$ cat config.mk
export PLATFORM = sky130hd
export DESIGN_NAME = mdc_delay_switch_flat
export DESIGN_NICKNAME = d
export VERILOG_FILES = /design/src/rtl/mdc_pkg.sv /design/src/rtl/mdc_delay_switch_if.sv /design/src/rtl/mdc_delay_line.sv /design/src/rtl/mdc_delay_switch.sv /design/src/flat_wrapper.sv
export SDC_FILE = /design/constraint.sdc
export NUM_CORES = 1
export LEC_CHECK = 0
export ABC_CLOCK_PERIOD_IN_PS = 3500
export BUFFER_PORTS_ARGS = -buffer_cell sky130_fd_sc_hd__buf_2
export CORE_UTILIZATION = 50
export DETAILED_ROUTE_END_ITERATION = 7
export PLACE_DENSITY_LB_ADDON = 0.15
export REMOVE_ABC_BUFFERS = 1
export SLEW_MARGIN = 0
export SYNTH_ARGS = -nofsm -noshare
export SYNTH_HDL_FRONTEND = slang
export SYNTH_HIERARCHICAL = 1
export SYNTH_SLANG_ARGS = --single-unit
$ cat constraint.sdc
create_clock -name clk -period 3.5 [get_ports clk]
set_input_delay 0.35 -clock clk [delete_from_list [all_inputs] [get_ports clk]]
set_output_delay 0.35 -clock clk [all_outputs]
set_load 0.01 [all_outputs]
$ cat src/rtl/mdc_pkg.sv
// Shared constants for the 32-point radix-2 MDC FFT pipeline.
// Per-stage delay depths, switch states and counter sizing.
package mdc_pkg;

  localparam int W_DEF    = 9;
  localparam int FFT_N    = 32;
  localparam int DEPTH_S0 = 8;
  localparam int DEPTH_S1 = 4;
  localparam int DEPTH_S2 = 2;
  localparam int DEPTH_S3 = 1;

  typedef enum logic {
    SEL_STRAIGHT = 1'b0,
    SEL_CROSS    = 1'b1
  } sel_e;

  function automatic int cnt_w(int depth);
    return $clog2(depth) + 1;
  endfunction

endpackage

$ cat src/rtl/mdc_delay_switch_if.sv
// Stream bundle for the MDC delay/switch: two complex input lanes,
// two complex output lanes, valids and the switch state.
interface mdc_delay_switch_if
  import mdc_pkg::*;
#(
  parameter int WIDTH = W_DEF
);

  logic                    in_valid;
  logic signed [WIDTH-1:0] inU_re;
  logic signed [WIDTH-1:0] inU_im;
  logic signed [WIDTH-1:0] inL_re;
  logic signed [WIDTH-1:0] inL_im;
  logic                    out_valid;
  logic signed [WIDTH-1:0] outU_re;
  logic signed [WIDTH-1:0] outU_im;
  logic signed [WIDTH-1:0] outL_re;
  logic signed [WIDTH-1:0] outL_im;
  logic                    sel_dbg;

  modport master (
    output in_valid,
    output inU_re,
    output inU_im,
    output inL_re,
    output inL_im,
    input  out_valid,
    input  outU_re,
    input  outU_im,
    input  outL_re,
    input  outL_im,
    input  sel_dbg
  );

  modport slave (
    input  in_valid,
    input  inU_re,
    input  inU_im,
    input  inL_re,
    input  inL_im,
    output out_valid,
    output outU_re,
    output outU_im,
    output outL_re,
    output outL_im,
    output sel_dbg
  );

endinterface

$ cat src/rtl/mdc_delay_line.sv
// Enable-gated complex shift register; out is the sample
// written DEPTH enabled cycles earlier.
module mdc_delay_line
  import mdc_pkg::*;
#(
  parameter int WIDTH = W_DEF,
  parameter int DEPTH = DEPTH_S1
) (
  input  logic                    clk,
  input  logic                    rst_n,
  input  logic                    en,
  input  logic signed [WIDTH-1:0] in_re,
  input  logic signed [WIDTH-1:0] in_im,
  output logic signed [WIDTH-1:0] out_re,
  output logic signed [WIDTH-1:0] out_im
);

  logic signed [WIDTH-1:0] re_q [DEPTH];
  logic signed [WIDTH-1:0] im_q [DEPTH];

  always_ff @(posedge clk or negedge rst_n) begin
    if (!rst_n) begin
      for (int i = 0; i < DEPTH; i++) begin
        re_q[i] <= '0;
        im_q[i] <= '0;
      end
    end else if (en) begin
      re_q[0] <= in_re;
      im_q[0] <= in_im;
      for (int i = 1; i < DEPTH; i++) begin
        re_q[i] <= re_q[i-1];
        im_q[i] <= im_q[i-1];
      end
    end
  end

  assign out_re = re_q[DEPTH-1];
  assign out_im = im_q[DEPTH-1];

endmodule

$ cat src/rtl/mdc_delay_switch.sv
// MDC delay/switch: lower pre-delay, 2x2 switch, upper post-delay.
// Optional drain input enabled by MDC_DELAY_SWITCH_FLUSH_EN.
module mdc_delay_switch
  import mdc_pkg::*;
#(
  parameter int WIDTH = W_DEF,
  parameter int DEPTH = DEPTH_S1
) (
  input  logic clk,
  input  logic rst_n,
`ifdef MDC_DELAY_SWITCH_FLUSH_EN
  input  logic flush,
`endif
  mdc_delay_switch_if.slave bus
);

  localparam int CW = cnt_w(DEPTH);
  localparam int FW = $clog2(DEPTH + 1);

  logic                    beat;
  logic signed [WIDTH-1:0] u_re, u_im;
  logic signed [WIDTH-1:0] l_re, l_im;
  logic signed [WIDTH-1:0] ld_re, ld_im;
  logic signed [WIDTH-1:0] a_re, a_im;
  logic signed [WIDTH-1:0] b_re, b_im;
  logic signed [WIDTH-1:0] ad_re, ad_im;

  logic [CW-1:0]           cnt_q;
  logic [FW-1:0]           fill_q;
  logic                    fill_done;
  sel_e                    sel;

  logic                    ov_q;
  sel_e                    sel_q;
  logic signed [WIDTH-1:0] ou_re_q, ou_im_q;
  logic signed [WIDTH-1:0] ol_re_q, ol_im_q;

  always_comb begin
    beat = bus.in_valid;
    u_re = bus.inU_re;
    u_im = bus.inU_im;
    l_re = bus.inL_re;
    l_im = bus.inL_im;
`ifdef MDC_DELAY_SWITCH_FLUSH_EN
    // Drain beat: advance with zero samples.
    if (flush && !bus.in_valid) begin
      beat = 1'b1;
      u_re = '0;
      u_im = '0;
      l_re = '0;
      l_im = '0;
    end
`endif
  end

  assign sel       = sel_e'(cnt_q[CW-1]);
  assign fill_done = (fill_q == FW'(DEPTH));

  mdc_delay_line #(
    .WIDTH (WIDTH),
    .DEPTH (DEPTH)
  ) u_pre (
    .clk    (clk),
    .rst_n  (rst_n),
    .en     (beat),
    .in_re  (l_re),
    .in_im  (l_im),
    .out_re (ld_re),
    .out_im (ld_im)
  );

  always_comb begin
    a_re = u_re;
    a_im = u_im;
    b_re = ld_re;
    b_im = ld_im;
    unique case (sel)
      SEL_STRAIGHT: begin
        a_re = u_re;
        a_im = u_im;
        b_re = ld_re;
        b_im = ld_im;
      end
      SEL_CROSS: begin
        a_re = ld_re;
        a_im = ld_im;
        b_re = u_re;
        b_im = u_im;
      end
    endcase
  end

  mdc_delay_line #(
    .WIDTH (WIDTH),
    .DEPTH (DEPTH)
  ) u_post (
    .clk    (clk),
    .rst_n  (rst_n),
    .en     (beat),
    .in_re  (a_re),
    .in_im  (a_im),
    .out_re (ad_re),
    .out_im (ad_im)
  );

  always_ff @(posedge clk or negedge rst_n) begin
    if (!rst_n) begin
      cnt_q   <= '0;
      fill_q  <= '0;
      ov_q    <= 1'b0;
      sel_q   <= SEL_STRAIGHT;
      ou_re_q <= '0;
      ou_im_q <= '0;
      ol_re_q <= '0;
      ol_im_q <= '0;
    end else begin
      ov_q <= beat & fill_done;
      if (beat) begin
        cnt_q   <= cnt_q + 1'b1;
        sel_q   <= sel;
        ou_re_q <= ad_re;
        ou_im_q <= ad_im;
        ol_re_q <= b_re;
        ol_im_q <= b_im;
        if (!fill_done)
          fill_q <= fill_q + 1'b1;
      end
    end
  end

  assign bus.out_valid = ov_q;
  assign bus.sel_dbg   = sel_q;
  assign bus.outU_re   = ou_re_q;
  assign bus.outU_im   = ou_im_q;
  assign bus.outL_re   = ol_re_q;
  assign bus.outL_im   = ol_im_q;

endmodule

$ cat src/flat_wrapper.sv
// flat-port wrapper written by rule: the top's interface ports become plain ports
module mdc_delay_switch_flat import mdc_pkg::*;
#(
  parameter int WIDTH = W_DEF,
  parameter int DEPTH = DEPTH_S1
)
  (clk, rst_n, bus_in_valid, bus_inU_re, bus_inU_im, bus_inL_re, bus_inL_im, bus_out_valid, bus_outU_re, bus_outU_im, bus_outL_re, bus_outL_im, bus_sel_dbg);
  mdc_delay_switch_if #(.WIDTH(WIDTH)) bus_i ();
  input  logic clk;
  input  logic rst_n;
  input wire logic [$bits(bus_i.in_valid)-1:0] bus_in_valid;
  input wire logic [$bits(bus_i.inU_re)-1:0] bus_inU_re;
  input wire logic [$bits(bus_i.inU_im)-1:0] bus_inU_im;
  input wire logic [$bits(bus_i.inL_re)-1:0] bus_inL_re;
  input wire logic [$bits(bus_i.inL_im)-1:0] bus_inL_im;
  output wire logic [$bits(bus_i.out_valid)-1:0] bus_out_valid;
  output wire logic [$bits(bus_i.outU_re)-1:0] bus_outU_re;
  output wire logic [$bits(bus_i.outU_im)-1:0] bus_outU_im;
  output wire logic [$bits(bus_i.outL_re)-1:0] bus_outL_re;
  output wire logic [$bits(bus_i.outL_im)-1:0] bus_outL_im;
  output wire logic [$bits(bus_i.sel_dbg)-1:0] bus_sel_dbg;
  assign bus_i.in_valid = bus_in_valid;
  assign bus_i.inU_re = bus_inU_re;
  assign bus_i.inU_im = bus_inU_im;
  assign bus_i.inL_re = bus_inL_re;
  assign bus_i.inL_im = bus_inL_im;
  assign bus_out_valid = bus_i.out_valid;
  assign bus_outU_re = bus_i.outU_re;
  assign bus_outU_im = bus_i.outU_im;
  assign bus_outL_re = bus_i.outL_re;
  assign bus_outL_im = bus_i.outL_im;
  assign bus_sel_dbg = bus_i.sel_dbg;
  mdc_delay_switch #(.WIDTH(WIDTH), .DEPTH(DEPTH)) u_core (.clk(clk), .rst_n(rst_n), .bus(bus_i));
endmodule
==> reports/qor.txt <==
port buffer count = 76
worst endpoint required time = 3800 ps
first-pass GRT wire length = 21100 um
crit-path max cell delay = 1100 ps
final hold violations = 0
total power draw = 7.11 mW
CP Capture Type = register
Worst Tran Pin Value = 1110 ps
cts bufs inserted = 17
number of buffers and inverters on the critical path = 0
sequential share of power = 49.1%
Total Routing Usage GR = 15.2%
Pre-antenna DRT Iters = 4
Startpoint Class = register
Leak = 4.38 nW
clk sinks = 188
fin. max-slew vios = 0
chip width = 132 um
DPL Wire Length = 7240 um
#FFs+latches synth = 188
dominant synthesized flop cell = dfrtp_1
worst vdd ir = 0.430 mV
vias per inst = 4.92
vias in the first global route = 4135
initial DRC count = 143
Post-synth EDFFs = 0
final WL = 12100 um
CP delay by family, top = flip-flops
Worst-path clk slew = 60 ps
CTS resizes = 0
biggest area consumer among synthesized cells = dfrtp_1
Starting Density = 51.0%
clock root buffer = clkbuf_16
net switching power = 1.85 mW
commonest cells in the synthesized netlist = dfrtp_1, mux2_4, mux2_2
area grow syn2layout = 8.05%
combinational share of power = 24.6%
Power Dens Cells = 784 nW/um2
Vias = 3788
status = completed
crit-path max FO = 38
Slew HR = 26.0%
Synth Cell Area = 8400 um2
Hold-fix buffers, CTS = 0
Clock Skew = 8.71 ps
register area share after synthesis = 56.0%
top-count cell post-synth = dfrtp_1
Syn Area/Cell = 16.7 um2
H-tree levels = 4
Detail Route Antenna Nets = 0
Worst Path Arrival = 2210 ps
number of buffers added for setup after CTS = 0
CTS tree = yes
RSZ-0062 raised after global routing = false
Hold WC Path Type = primary input to async pin
Synth top area share = 56.0%
chip height = 132 um
CP cell instances = mux2_2, mux2_4
GR Overflow Total = 0
Core ar. = 16500 um2
antenna diode count = 0
Setup CP Type = register to register
die area = 17300 um2
I/O pin cnt = 77
Syn Inst Count = 502
# DRC = 0
final setup TNS = 0 ps
GPL Wtd Cong = 0.675
Max Clk Rate = 523 MHz
Clock Latency Late Sink = 410 ps
clock power share = 26.3%
Min Clock Period, post-route = 1910 ps
switch share = 26.0%
Yosys Warn Count = 6
fin crit share = 54.6%
max-cap viol count = 0
routed len/inst = 15.7 um
asr flop ratio synth = 100%
layout cells sized above 1 = 53.6%
clock buffer depth = 2
endpoints failing setup = 0
CP max stage cell = dfrtp_2
internal power = 5.26 mW
largest net degree at the start of global routing = 101
synth top area cells = dfrtp_1, mux2_4, mux2_2, buf_4, buf_12
Rows = 47
initial antenna violation count = 1
Nets = 582
Netlist cell types = 21
==> sequential cells by signal, indices dropped and copies added, names as in the netlist, 9 cells and up <==
signal                cells
u_core/u_post/out_im      9
u_core/bus.outU_im        9
u_core/u_pre/out_re       9
u_core/u_post/im_q       27
u_core/bus.outU_re        9
u_core/u_post/re_q       27
u_core/u_pre/im_q        27
u_core/u_post/out_re      9
u_core/u_pre/re_q        27
u_core/bus.outL_im        9
u_core/bus.outL_re        9
u_core/u_pre/out_im       9
==> cells by family (layout without fill, tap and decap cells) <==
kind of cell,Yosys count,in the layout,synth area share [%]
and+or+nand+nor,21,21,0.999
buffers and inverters,65,113,7.91
muxes,201,201,33.0
xor gates and xnor gates,3,3,0.313
DFF,188,188,56.0
adders and majority gates,3,3,0.447
AOI/OAI and AO/OA,21,21,1.34
==> stage by stage <==
stage          hold slack (ps)  setup WS (ps)  cell area [um2]  util, %  instances
2_1_floorplan             54.4           1500             7740        -        439
3_3_place_gp               466           1560             8500     51.6        741
3_5_place_dp               478           1550             8500     51.6        741
4_1_cts                   40.0           1550             9070     55.1        770
5_1_grt                   63.4           1480             9070     55.1        770
6_report                  3.94           1590             9070     55.1        770
==> layer usage <==
metal | wire length, um | global-route usage (%)
met3 | 451 | 4.40
met4 | 95 | 5.23
met5 | 13 | 0
met1 | 5980 | 21.4
met2 | 5550 | 22.6
==> worst reg2reg max path: cells and delay by family, from the launching register on <==
family | cells | cell delay [ps]
DFF | 1 | 1100
muxes | 2 | 700
==> final timing paths <==
| check | startpoint | slack (ps) | cells past startpoint | to |
|---|---|---|---|---|
| worst max-delay path | u_core/cnt_q[2]$_DFFE_PN0P_ | 1590 | 2 | u_core/u_post/re_q[33]$_DFFE_PN0P_ |
| max in group asynchronous | rst_n | 2620 | 2 | u_core/bus.outL_re[5]$_DFFE_PN0P_ |
| min in group clk | bus_inL_re[6] | 160 | 2 | u_core/u_pre/re_q[33]$_DFFE_PN0P_ |
| worst min-delay path | rst_n | 4 | 1 | u_core/u_pre/im_q[29]$_DFFE_PN0P_ |
| worst min register to register | u_core/cnt_q[0]$_DFFE_PN0P_ | 480 | 1 | u_core/cnt_q[0]$_DFFE_PN0P_ |
| worst max register to register | u_core/cnt_q[2]$_DFFE_PN0P_ | 1590 | 2 | u_core/u_post/re_q[33]$_DFFE_PN0P_ |
==> power by group through the flow <==
stage / clock network (mW) / logic, mW / registers (mW)
after global placement: 0 / 1.71 / 3.50
after CTS: 1.94 / 1.77 / 3.51
final: 1.87 / 1.75 / 3.49
after floorplan: 0 / 1.25 / 3.44
after detailed placement: 0 / 1.76 / 3.53
after global routing: 2.02 / 1.90 / 3.61
==> layout make-up <==
class | count | area (um2)
fillers | 1337 | 7390
clock buffers | 22 | 484
repair buffers | 82 | 482
clock inverters | 7 | 90.1
well taps | 220 | 275
multi-input cells | 249 | 3030
flip-flops and latches | 188 | 4710
inverters | 2 | 7.51
==> placed cells by master (no fill, tap or decap) <==
cell and count:
clkbuf_8 5, a31oi_1 1, mux2i_1 18, dfrtp_1 187, bufinv_16 2, nand2_1 1
and3_1 1, buf_4 3, clkbuf_16 17, nor2_1 18, mux2_2 43, clkinv_2 3
inv_1 2, nor2b_1 1, mux2_4 140, a21oi_1 19, xnor2_1 2, dfrtp_2 1
a21boi_2 1, ha_1 3, clkbuf_1 1, buf_8 1, buf_12 3, clkinvlp_4 2
xor2_1 1, buf_2 74
Power figures use the tool's default switching activity.
